File: src/rtl/runner_ctrl.sv
// runner_ctrl - parametrised runner character controller.
//
// Sits between input/collision logic and the renderer. Every state change
// happens only on a cycle where `update` is high (one frame tick). All
// outputs are registered, so they reflect a tick one clock after it.
//
// Handshake: `update` is a one-cycle strobe with no back-pressure. A cycle
// with update=1 is consumed unconditionally. A cycle with update=0 changes
// nothing, and jump/duck/crash are ignored on that cycle.
//
// Optional feature macro: RUNNER_RESTART_EN
//   defined   : a jump press in CRASHED restarts the runner in RUNNING.
//   undefined : CRASHED is left only through rst.
//
// Ports:
//   clk, rst            clock, synchronous active-high reset
//   update              frame tick strobe
//   timer [5:0]         frame counter 0..59, selects animation frames
//   speed [4:0]         game speed, raises the launch velocity (speed>>3)
//   jump, duck, crash   level inputs
//   x_pos, y_pos        signed top-left position (POS_W bits)
//   width, height       current sprite size
//   state [2:0]         WAITING=0 RUNNING=1 JUMPING=2 DROPPING=3 DUCKING=4 CRASHED=5
//   frame [2:0]         sprite frame, WAITING0..CRASHED0 = 0..7
//   jumps_used [1:0]    launches made in the current airborne period

module runner_ctrl #(
  parameter int POS_W          = 12,
  parameter int START_X        = 20,
  parameter int GROUND_Y       = 93,
  parameter int INIT_VEL       = -10,
  parameter int GRAVITY        = 6,
  parameter int GRAV_DEN       = 10,
  parameter int DROP_VEL       = -5,
  parameter int MIN_JUMP_H     = 30,
  parameter int SPEED_DROP_VEL = 1,
  parameter int DROP_COEF      = 3,
  parameter int MAX_JUMPS      = 2,
  parameter int WIDTH          = 44,
  parameter int WIDTH_DUCK     = 59,
  parameter int HEIGHT         = 47
) (
  input  logic                    clk,
  input  logic                    rst,
  input  logic                    update,
  input  logic [5:0]              timer,
  input  logic [4:0]              speed,
  input  logic                    jump,
  input  logic                    duck,
  input  logic                    crash,
  output logic signed [POS_W-1:0] x_pos,
  output logic signed [POS_W-1:0] y_pos,
  output logic [9:0]              width,
  output logic [9:0]              height,
  output logic [2:0]              state,
  output logic [2:0]              frame,
  output logic [1:0]              jumps_used
);

  typedef enum logic [2:0] {
    WAITING  = 3'd0,
    RUNNING  = 3'd1,
    JUMPING  = 3'd2,
    DROPPING = 3'd3,
    DUCKING  = 3'd4,
    CRASHED  = 3'd5
  } state_t;

  localparam logic [2:0] F_WAITING0 = 3'd0;
  localparam logic [2:0] F_WAITING1 = 3'd1;
  localparam logic [2:0] F_RUNNING0 = 3'd2;
  localparam logic [2:0] F_RUNNING1 = 3'd3;
  localparam logic [2:0] F_JUMPING0 = 3'd4;
  localparam logic [2:0] F_DUCKING0 = 3'd5;
  localparam logic [2:0] F_DUCKING1 = 3'd6;
  localparam logic [2:0] F_CRASHED0 = 3'd7;

  // Extended width for position arithmetic so that y + nv*k cannot wrap.
  localparam int EW = POS_W + 4;

  localparam logic signed [POS_W-1:0] START_XP  = POS_W'(START_X);
  localparam logic signed [POS_W-1:0] GROUND_YP = POS_W'(GROUND_Y);
  localparam logic signed [EW-1:0]    GROUND_E  = EW'(GROUND_Y);
  localparam logic signed [EW-1:0]    MIN_H_E   = EW'(GROUND_Y - MIN_JUMP_H);
  localparam logic signed [EW-1:0]    COEF_E    = EW'(DROP_COEF);
  localparam logic signed [7:0]       DROP_V8   = 8'(DROP_VEL);
  localparam logic [5:0]              GRAV6     = 6'(GRAVITY);
  localparam logic [5:0]              DEN6      = 6'(GRAV_DEN);

  // Registered state
  state_t             state_q;
  logic signed [7:0]  vel;
  logic [4:0]         acc;
  logic               jump_q;
  logic               min_reached;

  // Next-state values
  state_t             state_d;
  logic signed [POS_W-1:0] x_d, y_d;
  logic signed [7:0]  vel_d;
  logic [4:0]         acc_d;
  logic [1:0]         jumps_d;
  logic               min_d;

  // Physics step
  logic [5:0]         acc_sum;
  logic [4:0]         acc_n;
  logic signed [7:0]  nv;
  logic signed [7:0]  launch_vel;
  logic signed [EW-1:0] y_ext, nv_ext, step_ext, ny_ext;
  logic signed [POS_W-1:0] ny;
  logic               jump_rise;
  logic               landing;
  logic               below_min;
  logic               can_jump;

  assign jump_rise = jump & ~jump_q;
  assign can_jump  = 32'(jumps_used) < MAX_JUMPS;

  // Gravity is a fractional accumulator: velocity gains 1 each time the
  // accumulated GRAVITY reaches GRAV_DEN.
  always_comb begin
    acc_sum    = {1'b0, acc} + GRAV6;
    acc_n      = acc_sum[4:0];
    nv         = vel;
    if (acc_sum >= DEN6) begin
      acc_n = 5'(acc_sum - DEN6);
      nv    = vel + 8'sd1;
    end
    launch_vel = 8'(INIT_VEL) - 8'(speed >> 3);
    y_ext      = EW'(y_pos);
    nv_ext     = EW'(nv);
    step_ext   = (state_q == DROPPING) ? nv_ext * COEF_E : nv_ext;
    ny_ext     = y_ext + step_ext;
    ny         = ny_ext[POS_W-1:0];
    landing    = ny_ext >= GROUND_E;
    below_min  = ny_ext < MIN_H_E;
  end

  // Next-state logic; priority is crash, then landing, then player input.
  always_comb begin
    state_d = state_q;
    x_d     = x_pos;
    y_d     = y_pos;
    vel_d   = vel;
    acc_d   = acc;
    jumps_d = jumps_used;
    min_d   = min_reached;

    if (crash) begin
      state_d = CRASHED;
      // The ducking sprite is offset by one pixel relative to the crash sprite.
      if (state_q == DUCKING) x_d = x_pos + POS_W'(1);
    end else begin
      case (state_q)
        WAITING: begin
          if (jump_rise) state_d = RUNNING;
        end

        RUNNING: begin
          x_d     = START_XP;
          y_d     = GROUND_YP;
          vel_d   = '0;
          acc_d   = '0;
          jumps_d = '0;
          min_d   = 1'b0;
          if (jump_rise) begin
            state_d = JUMPING;
            y_d     = y_pos;
            vel_d   = launch_vel;
            jumps_d = jumps_used + 2'd1;
          end else if (duck) begin
            state_d = DUCKING;
          end
        end

        JUMPING: begin
          if (landing) begin
            state_d = RUNNING;
            y_d     = GROUND_YP;
            vel_d   = '0;
            acc_d   = '0;
            jumps_d = '0;
            min_d   = 1'b0;
          end else if (jump_rise && can_jump) begin
            y_d     = ny;
            vel_d   = launch_vel;
            acc_d   = '0;
            min_d   = 1'b0;
            jumps_d = jumps_used + 2'd1;
          end else if (duck) begin
            state_d = DROPPING;
            y_d     = ny;
            vel_d   = 8'(SPEED_DROP_VEL);
            acc_d   = '0;
            min_d   = 1'b1;
          end else begin
            y_d   = ny;
            vel_d = nv;
            acc_d = acc_n;
            min_d = min_reached | below_min;
            // Early release (or leaving the top of the screen) caps the
            // upward speed once the minimum height has been reached.
            if ((!jump || ny_ext < 0) && min_d && nv < DROP_V8)
              vel_d = DROP_V8;
          end
        end

        DROPPING: begin
          if (landing) begin
            state_d = RUNNING;
            y_d     = GROUND_YP;
            vel_d   = '0;
            acc_d   = '0;
            jumps_d = '0;
            min_d   = 1'b0;
          end else if (!duck) begin
            state_d = JUMPING;
          end else begin
            y_d   = ny;
            vel_d = nv;
            acc_d = acc_n;
          end
        end

        DUCKING: begin
          if (!duck) state_d = RUNNING;
        end

        CRASHED: begin
`ifdef RUNNER_RESTART_EN
          if (jump_rise) begin
            state_d = RUNNING;
            x_d     = START_XP;
            y_d     = GROUND_YP;
            vel_d   = '0;
            acc_d   = '0;
            jumps_d = '0;
            min_d   = 1'b0;
          end
`endif
        end

        default: state_d = WAITING;
      endcase
    end
  end

  function automatic logic [2:0] frame_for(input state_t s, input logic [5:0] t);
    logic [2:0] f;
    case (s)
      WAITING:          f = (t >= 6'd30) ? F_WAITING0 : F_WAITING1;
      RUNNING:          f = ((t % 6'd10) < 6'd5) ? F_RUNNING0 : F_RUNNING1;
      JUMPING,
      DROPPING:         f = F_JUMPING0;
      DUCKING:          f = ((t % 6'd20) < 6'd10) ? F_DUCKING0 : F_DUCKING1;
      default:          f = F_CRASHED0;
    endcase
    return f;
  endfunction

  always_ff @(posedge clk) begin
    if (rst) begin
      state_q     <= WAITING;
      x_pos       <= START_XP;
      y_pos       <= GROUND_YP;
      vel         <= '0;
      acc         <= '0;
      jump_q      <= 1'b0;
      min_reached <= 1'b0;
      jumps_used  <= '0;
      frame       <= F_WAITING0;
      width       <= 10'(WIDTH);
    end else if (update) begin
      state_q     <= state_d;
      x_pos       <= x_d;
      y_pos       <= y_d;
      vel         <= vel_d;
      acc         <= acc_d;
      jump_q      <= jump;
      min_reached <= min_d;
      jumps_used  <= jumps_d;
      frame       <= frame_for(state_d, timer);
      width       <= (state_d == DUCKING) ? 10'(WIDTH_DUCK) : 10'(WIDTH);
    end
  end

  assign state  = state_q;
  assign height = 10'(HEIGHT);

endmodule

File: config.mk
export PLATFORM = sky130hd
export DESIGN_NAME = runner_ctrl
export DESIGN_NICKNAME = d
export VERILOG_FILES = /design/src/rtl/runner_ctrl.sv
export SDC_FILE = /design/constraint.sdc
export NUM_CORES = 1
export LEC_CHECK = 0
export ABC_CLOCK_PERIOD_IN_PS = 6400
export CAP_MARGIN = 5
export CELL_PAD_IN_SITES_DETAIL_PLACEMENT = 1
export CELL_PAD_IN_SITES_GLOBAL_PLACEMENT = 2
export CORE_ASPECT_RATIO = 1.1
export CORE_MARGIN = 3
export CORE_UTILIZATION = 29
export CTS_BUF_LIST = sky130_fd_sc_hd__clkbuf_8
export DETAILED_ROUTE_END_ITERATION = 16
export PLACE_DENSITY = 0.84
export SETUP_SLACK_MARGIN = 0.2
export SYNTH_ARGS = -nofsm -noshare
export SYNTH_HDL_FRONTEND = slang
export SYNTH_SLANG_ARGS = --single-unit
File: constraint.sdc
create_clock -name clk -period 6.4 [get_ports clk]
set_input_delay 1.28 -clock clk [delete_from_list [all_inputs] [get_ports clk]]
set_output_delay 1.28 -clock clk [all_outputs]
set_load 0.01 [all_outputs]
==> flow_summary.json <==
{
  "worst_setup_path_end_kind": "register",
  "p_leak_nw": 2.55,
  "fin_crit_ns": 6.29,
  "dp_slack_ns": -0.206,
  "hold_viol": 0,
  "port_buffers": 49,
  "htree_levels": 2,
  "synth-edff-count": 0,
  "drc_errors": 0,
  "async_reset_ff_frac": 0,
  "vias_per_cell": 5.34,
  "slew_violations": 0,
  "rr_endpoint": "vel[6]",
  "grt_pass1_wl_um": 23800,
  "n_antenna_cell": 0,
  "clock-sinks": 48,
  "clk_pin_slew_ns": 0.10,
  "fin_area_mm2": 0.00632,
  "fin_hold_ws_ns": 0.495,
  "seq_area_frac_synth": 0.220,
  "cts_inserted_buffers": 5,
  "ys.warnings.count": 0,
  "worst_pin_slew_ns": 0.923,
  "ctsRootBufferMaster": "clkbuf_8",
  "peakVddDrop_mv": 0.0889,
  "syn2layout_area_growth_pct": 45.0,
  "path_max_fanout": 6,
  "hp-class": "register to register",
  "first_pass_iters": 4,
  "fin_crit_sh": 0.983,
  "crit_required_ns": 6.64,
  "netlist_area_mm2": 0.00436,
  "crit_arrival_ns": 6.53,
  "yosysUniqueCellTypes": 78,
  "grt_start_max_net_pins": 40,
  "synthCells": 562,
  "die_x_um": 123,
  "die-area_mm2": 0.0165,
  "r2r_setup_slack_ns": 0.11,
  "drt_iter0_markers": 257,
  "gr-usage-met2": 0.327,
  "place_area_mm2": 0.00543,
  "cap_violations": 0,
  "rsz0062_at_grt": "true",
  "grt_use_met3": 0.0197,
  "fmaxAchievable_mhz": 159,
  "stdcell_count": 879,
  "globalRouteOverflowTotal": 0,
  "cp-endpoint": "vel[6]",
  "run_status": "finished clean",
  "post-route-util": 0.434,
  "hp-start": "y_pos[5]",
  "initial_core_util": 0.299,
  "grt_use_total": 0.175,
  "slew_headroom": 0.378,
  "finalSetupViolCount": 0,
  "fillers": 1707,
  "power_density_mw_per_mm2": 122,
  "busiest_layer": "met2",
  "cp-start-kind": "register",
  "ant_nets": 0,
  "core_area_mm2": 0.0146,
  "worstSetupStartpoint": "acc[1]",
  "critPathKind": "register to register",
  "syn_area_per_cell_um2": 7.76,
  "wl_um": 15400,
  "nets": 738,
  "gp_congestion": 0.853,
  "ys_dominant_reg_cell": "dfxtp_1",
  "antenna_found_initial": 0,
  "cts_buffer_depth": 2,
  "placementRows": 46,
  "vias": 4698,
  "finalWorstSetupSlack_ns": 0.111,
  "ys_seq_elements": 48,
  "reg2reg_from": "acc[1]",
  "fin_worst_skew_ns": 0.00752,
  "slowest_delay_ns": 0.50,
  "cts_tree": "done",
  "dp_cells": 839,
  "dieHeight_um": 135,
  "reg2regPathDepth": 32,
  "cpMostUsedCell": "ha_4",
  "cpMaxStageDelayCell": "or4b_4",
  "boundaryPins": 69,
  "dp_hpwl_um": 11000,
  "clk_latency_ns": 0.32,
  "routedWlPerCell_um": 17.5,
  "drive_gt1_frac": 0.293,
  "globalRouteMet1Util": 0.206,
  "grt_pass1_vias": 4867
}
flip-flops by register name (all words and copies together) (netlist names):
| register | flops |
|---|---|
| x_pos | 12 |
| jump_q | 1 |
| acc | 4 |
| min_reached | 1 |
| state | 3 |
| vel | 8 |
| y_pos | 12 |
| width | 2 |
| frame | 3 |
| jumps_used | 2 |
worst max-delay path: cells and delay by family, from the launching register on:
| kind | cells | cell delay, ns |
|---|---|---|
| simple gates | 6 | 1.16 |
| buf+inv | 7 | 0.70 |
| flops | 1 | 0.35 |
| mux | 1 | 0.37 |
| fa+ha+maj | 5 | 1.17 |
| compound gates | 13 | 2.42 |
repair_timing:
| action | in CTS | in global routing |
|---|---|---|
| gates cloned | 0 | 0 |
| hold buffers | 0 | 0 |
| pin swaps | 30 | 44 |
| setup buffers | 20 | 12 |
| setup endpoints to repair | 32 | 32 |
| resized for setup | 45 | 67 |
cell families (layout without fill, tap and decap cells):
kind of cell               Yosys count  in the layout  synth area share
muxes                                5              5            0.0121
adders and majority gates           35             35             0.104
DFF                                 48             48             0.220
and+or+nand+nor                    204            204             0.237
xor gates and xnor gates            30             30            0.0646
AOI/OAI and AO/OA                  169            169             0.282
buffers and inverters               69            180            0.0792
other                                2             16           0.00172
synthesized netlist by cell type (7+ instances only):
cell type / instances / area (µm²)
nor2_1: 62 / 233
dfxtp_1: 48 / 961
a21oi_1: 40 / 200
nand2_1: 38 / 143
ha_1: 33 / 413
inv_1: 27 / 101
o21ai_0: 27 / 135
nand3_1: 23 / 115
a21o_1: 20 / 150
nor3_1: 20 / 100
buf_4: 18 / 135
clkbuf_1: 17 / 63.8
xnor2_1: 16 / 140
xor2_1: 13 / 114
nand2b_1: 12 / 75.1
o21bai_1: 8 / 60.1
a221oi_1: 7 / 61.3
a31oi_1: 7 / 43.8
nor2b_1: 7 / 43.8
stage by stage:
| stage | setup TNS [ns] | power (mW) |
|---|---|---|
| CTS | 0 | 0.753 |
| global placement | 0 | 0.494 |
| detailed placement | -2.51 | 0.500 |
| global route | -1.98 | 0.806 |
| floorplan | 0 | 0.437 |
| finish | 0 | 0.771 |
metal layers:
metal / routed length [µm] / up-vias / part of all wire
met4: 373 / 0 / 0.024
met3: 360 / 30 / 0.023
met2: 8300 / 74 / 0.54
met1: 6360 / 2340 / 0.41
li1: - / 2254 / -
met5: 0 / - / 0
worst min-delay path by stage:
stage	depth (start not counted)	to
finish	2	y_pos[5]
global route	2	y_pos[5]
CTS	2	y_pos[7]
detailed placement	2	y_pos[7]
global placement	2	y_pos[7]
floorplan	2	jump_q
cell usage in the layout (no fill, tap or decap), types with 5 or more instances in the layout:
master,Yosys,routed
a31oi_1,7,6
clkdlybuf4s50_1,0,49
o21ai_0,27,21
nand2b_1,12,12
inv_1,27,23
buf_4,18,82
ha_4,0,9
ha_1,33,23
nor2b_1,7,7
inv_2,0,5
buf_6,2,11
dfxtp_1,48,46
nor2_1,62,61
a21oi_2,3,11
o21bai_1,8,8
conb_1,2,16
xor2_1,13,11
a21o_1,20,20
clkbuf_8,0,5
a21oi_1,40,29
nand2_1,38,33
nand3_1,23,19
nor3_1,20,19
nand4_1,6,6
xnor2_1,16,13
power by group:
part / total [mW] / switching (mW) / internal [mW]
combinational: 0.223 / 0.123 / 0.100
sequential: 0.312 / 0.00735 / 0.305
clock: 0.236 / 0.121 / 0.115
total: 0.771 / 0.251 / 0.520
area by class of cell:
cell class                 instances  area, µm²  area share
timing repair buffer             145       1290       0.204
sequential                        48        963       0.152
multi-input combinational        459       3620       0.572
inverter                          27        101      0.0160
clock inverter                     3       38.8     0.00614
tap                              192        240      0.0380
clock buffer                       5       68.8      0.0109
Power figures use the tool's default switching activity.
